$ cat src/rtl/bcd_pkg.sv
// rtl/bcd_pkg.sv - shared types and constants for the binary-to-BCD converter
package bcd_pkg;

    localparam int BIN_W = 8;
    localparam int BCD_W = 12;

    localparam logic [3:0] ADD3_THRESH = 4'd5;

    typedef enum logic [1:0] {
        IDLE  = 2'd0,
        SHIFT = 2'd1,
        DONE  = 2'd2
    } state_t;

endpackage

$ cat src/rtl/bcd_dabble_step.sv
// rtl/bcd_dabble_step.sv - one double-dabble step: add 3 to digits >= 5, then shift in a bit
module bcd_dabble_step
    import bcd_pkg::*;
(
    input  logic [BCD_W-1:0] bcd_in,
    input  logic             ser_in,
    output logic [BCD_W-1:0] bcd_out
);

    logic [BCD_W-1:0] adj;

    always_comb begin
        adj = bcd_in;
        for (int i = 0; i < BCD_W / 4; i++) begin
            if (bcd_in[4*i +: 4] >= ADD3_THRESH) begin
                adj[4*i +: 4] = bcd_in[4*i +: 4] + 4'd3;
            end
        end
        bcd_out = {adj[BCD_W-2:0], ser_in};
    end

endmodule

$ cat src/rtl/bcd_conv_ctrl.sv
// rtl/bcd_conv_ctrl.sv - handshaked 8-bit binary to 3-digit BCD converter, one bit per cycle
module bcd_conv_ctrl
    import bcd_pkg::*;
#(
    parameter int PRELOAD = 3
) (
    input  logic             clk,
    input  logic             reset_n,
    input  logic             in_valid,
    input  logic [BIN_W-1:0] in_data,
    output logic             in_ready,
    output logic             out_valid,
    output logic [BCD_W-1:0] out_bcd,
    input  logic             out_ready,
    output logic             busy
);

    state_t           state_q, state_d;
    logic [3:0]       cnt_q, cnt_d;
    logic [BCD_W-1:0] bcd_q, bcd_d;
    logic [BCD_W-1:0] res_q, res_d;
    logic [BIN_W-1:0] opnd_q, opnd_d;
    logic             in_ready_q, in_ready_d;
    logic             out_valid_q, out_valid_d;
    logic             busy_q, busy_d;

    logic [2:0]       bit_idx;
    logic [BCD_W-1:0] step_out;

    // Counter value n selects operand bit n-1, so the operand never needs shifting.
    assign bit_idx = 3'(cnt_q - 4'd1);

    bcd_dabble_step u_step (
        .bcd_in  (bcd_q),
        .ser_in  (opnd_q[bit_idx]),
        .bcd_out (step_out)
    );

    always_comb begin
        state_d = state_q;
        cnt_d   = cnt_q;
        bcd_d   = bcd_q;
        res_d   = res_q;
        opnd_d  = opnd_q;
        case (state_q)
            IDLE: begin
                if (in_valid) begin
                    opnd_d  = in_data;
                    bcd_d   = BCD_W'(in_data[BIN_W-1 -: PRELOAD]);
                    cnt_d   = 4'(BIN_W - PRELOAD);
                    state_d = SHIFT;
                end
            end
            SHIFT: begin
                bcd_d = step_out;
                cnt_d = cnt_q - 4'd1;
                if (cnt_q == 4'd1) begin
                    res_d   = step_out;
                    state_d = DONE;
                end
            end
            DONE: begin
                if (out_ready) begin
                    res_d   = '0;
                    state_d = IDLE;
                end
            end
            default: begin
                res_d   = '0;
                cnt_d   = '0;
                state_d = IDLE;
            end
        endcase
        in_ready_d  = (state_d == IDLE);
        out_valid_d = (state_d == DONE);
        busy_d      = (state_d != IDLE);
    end

    always_ff @(posedge clk) begin
        if (!reset_n) begin
            state_q     <= IDLE;
            cnt_q       <= '0;
            bcd_q       <= '0;
            res_q       <= '0;
            opnd_q      <= '0;
            in_ready_q  <= 1'b1;
            out_valid_q <= 1'b0;
            busy_q      <= 1'b0;
        end else begin
            state_q     <= state_d;
            cnt_q       <= cnt_d;
            bcd_q       <= bcd_d;
            res_q       <= res_d;
            opnd_q      <= opnd_d;
            in_ready_q  <= in_ready_d;
            out_valid_q <= out_valid_d;
            busy_q      <= busy_d;
        end
    end

    assign in_ready  = in_ready_q;
    assign out_valid = out_valid_q;
    assign out_bcd   = res_q;
    assign busy      = busy_q;

endmodule

$ cat config.mk
export PLATFORM = sky130hd
export DESIGN_NAME = bcd_conv_ctrl
export DESIGN_NICKNAME = d
export VERILOG_FILES = /design/src/rtl/bcd_pkg.sv /design/src/rtl/bcd_dabble_step.sv /design/src/rtl/bcd_conv_ctrl.sv
export SDC_FILE = /design/constraint.sdc
export NUM_CORES = 1
export LEC_CHECK = 0
export ABC_AREA = 1
export CAP_MARGIN = 10
export CORE_UTILIZATION = 54
export DETAILED_ROUTE_END_ITERATION = 8
export PLACE_DENSITY = 0.8
export SYNTH_ARGS = -nofsm -noshare
export SYNTH_HDL_FRONTEND = slang
export SYNTH_SLANG_ARGS = --single-unit
$ cat constraint.sdc
create_clock -name clk -period 1.7 [get_ports clk]
set_input_delay 0.34 -clock clk [delete_from_list [all_inputs] [get_ports clk]]
set_output_delay 0.34 -clock clk [all_outputs]
set_load 0.01 [all_outputs]
==> metrics.cfg <==
[outcome]
status = completed

[grt]
grt_pass1_vias = 1593
grt_start_max_net_pins = 16
grt-ovfl-total = 0
groute.usage.overall_pct = 22.52
grt_pass1_wl_um = 6948
antenna_found_initial = 0

[drt]
wl_met3_um = 118
drc_errors = 0
drt_iter0_drc = 88
drt_wl_total_um = 3858
dr.max_layer_used = met4
via_per_inst = 4.922
wl_met2_um = 1806
vias = 1713
wl_per_cell_um = 11.09
dr.pass1.iters = 4
drt-met1-wl_um = 1881
postRouteAntennaNets = 0

[place]
dp_hpwl_um = 2800
place.gp.congestion = 0.8608
port_buffers = 26

[clocking]
numCtsBuffers = 5
cts_setup_buffers = 0
cts_max_path_buffers = 2
clk_pin_slew_ps = 120
cts.sinks = 41
cts_tree = done
h-tree-depth = 2
clkLatencyLatePin_ps = 350
cts_root_buffer = clkbuf_4

[critical_path]
cp_num_cells = 1
r2r-end = bcd_q[9]
crit_type = reg -> out
cp-startpoint = out_bcd[3]
critPathArrivalTime_ps = 1260
crit_required_ps = 1360
worstPathCellList = clkdlybuf4s50_1
end_kind = output port
critical_path.top_delay_family = buffers and inverters
r2r_setup_slack_ps = 200
critPathMaxFanout = 2
critPathMaxStageDelay_ps = 540
cp_num_buf_inv = 1
critPathCapture = out_bcd[3]
r2r-start = bcd_q[8]
worst_path_max_delay_cell = clkdlybuf4s50_1
worst-r2r-cell-count = 7
critPathLaunchType = flop

[synthesis]
synthTopCellsByArea = dfxtp_1 (42%), nand2_1 (9.6%), a21oi_1 (7.9%)
synth_top_area_cell = dfxtp_1
ys_ff_latch = 41
synth_top_area_share_pct = 41.94
seq_area_frac_synth_pct = 41.94
synthCells = 266
synth.distinct_cells = 22
syn-num-nets = 286
yosys_warnings = 0
syn-cell-area_mm2 = 0.001957
syn_area_per_cell_um2 = 7.357

[power_and_ir_drop]
p_switching_w = 0.0006827
combPwrFrac_pct = 24.7
powerDensity_mw_per_mm2 = 980.6
vdd_drop_max_v = 0.0008993
p_leak_nw = 1.009
switching_share_pct = 29.09
seqPwrFrac_pct = 47.0
clkPwrFrac_pct = 28.3
internal_power_w = 0.001664

[timing]
fin_crit_ps = 1602
fmaxAchievable_mhz = 624.2
final_max_slew_viol_count = 0
worst_pin_slew_ps = 379.6
fin_worst_skew_ps = 14.13
hold_viol = 0
setup_tns_ps = 0
rsz0062_at_grt = no
setup_viol = 0
period_share_pct = 94.24
relSlewSlack_pct = 74.43

[floorplanning]
io_pins = 27
initial_core_util_pct = 57.29
dieWidth_um = 62.20
core_mm2 = 0.003416
fp-row-count = 21
die_area_mm2 = 0.003869
die_h_um = 62.20

[run]
max_cap_viol_count = 0

[final_layout]
nets = 321
final_util_pct = 70.07
layout-drive-gt1-share_pct = 13.58
antenna_cells = 0
areaGrowthSynthToFinish_pct = 22.31

[worst_hold_path]
holdPathStages = 2
min-delay-path-class = reg -> reg

-- sequential cells by signal, summed over array words and instances (netlist names) --
name       cells
bcd_q         12
busy           1
cnt_q          4
in_ready       1
opnd_q         8
out_bcd       12
out_valid      1
state_q        2
-- cells by family (layout without fill, tap and decap cells) --
| family | after synthesis | in the layout | share of synthesized area (%) |
|---|---|---|---|
| adders and majority gates | 8 | 8 | 5.115 |
| DFF | 41 | 41 | 41.94 |
| and+or+nand+nor | 89 | 89 | 18.61 |
| AOI/OAI and AO/OA | 74 | 74 | 21.68 |
| buffers and inverters | 50 | 86 | 10.87 |
| xor gates and xnor gates | 4 | 4 | 1.791 |
-- stage by stage --
step                      std cells  hold WS, ps  power [W]  worst slack [ps]  area, µm²
after floorplan                 266        424.6   0.001492             364.9       1957
after global placement          340        441.8   0.001694             96.39       2307
after detailed placement        340        447.5   0.001703             75.45       2307
after CTS                       348        464.4   0.002356             96.06       2392
after global routing            348        493.8   0.002494             29.11       2394
final                           348        462.4   0.002347             98.00       2394
-- cells in the final DEF (no fill, tap or decap) --
master,Yosys,layout
a21oi_1,31,31
a21oi_2,12,12
a31oi_1,1,1
buf_12,0,1
buf_4,0,9
bufinv_16,0,1
clkbuf_1,3,1
clkbuf_4,0,5
clkbuf_8,0,1
clkdlybuf4s50_1,0,26
dfxtp_1,41,40
dfxtp_2,0,1
ha_1,8,8
inv_1,38,38
inv_2,4,4
nand2_1,50,50
nand2_2,1,1
nand3_1,9,9
nor2_1,24,24
nor2_2,3,3
nor2_4,1,1
nor3_1,1,1
o21ai_0,24,24
o21ai_1,4,4
o21ai_2,2,2
xnor2_1,1,1
xor2_1,3,3
-- timing repair --
action	in CTS	in global routing
endpoints found under the hold margin	0	0
hold buffers	0	0
gates resized for setup	0	1
endpoints found under the setup margin	0	1
-- power by group through the flow --
stage	Combinational, W	Clock [W]	Sequential, W
after floorplan	0.000352	0	0.00114
after global placement	0.000572	0	0.00112
after detailed placement	0.000579	0	0.00112
after CTS	0.000583	0.000670	0.00110
after global routing	0.000660	0.000720	0.00111
final	0.000580	0.000664	0.00110
-- area by class of cell --
cell class / instances / area [µm²]
Multi-Input combinational cell: 175 / 923.4
Inverter: 42 / 157.7
Timing Repair Buffer: 36 / 347.8
Fill cell: 307 / 1022
Tap cell: 46 / 57.56
Clock buffer: 7 / 55.05
Clock inverter: 1 / 30.03
Sequential cell: 41 / 822.0
-- layer usage --
| layer | track usage [%] | vias up |
|---|---|---|
| met5 | 0 | - |
| met4 | 7.267 | 0 |
| met3 | 6.250 | 5 |
| met2 | 38.46 | 28 |
| met1 | 27.24 | 765 |
| li1 | - | 915 |
-- synth_stat cells, drive strengths merged --
master and number:
clkbuf 3, dfxtp 41, o21ai 30, inv 42, ha 8, nor3 1
buf 5, nor2 28, nand2 51, xnor2 1, a21oi 43, nand3 9
xor2 3, a31oi 1
-- how the worst min path moves through the flow --
| stage | slack [ps] | endpoint | from |
|---|---|---|---|
| 6_report | 460 | opnd_q[3] | opnd_q[3] |
| 5_1_grt | 490 | opnd_q[7] | opnd_q[7] |
| 4_1_cts | 460 | opnd_q[3] | opnd_q[3] |
| 3_5_place_dp | 450 | opnd_q[3] | opnd_q[3] |
| 3_3_place_gp | 440 | opnd_q[2] | opnd_q[2] |
| 2_1_floorplan | 420 | opnd_q[7] | opnd_q[7] |
Note: power is estimated with default switching activity, not from simulation.
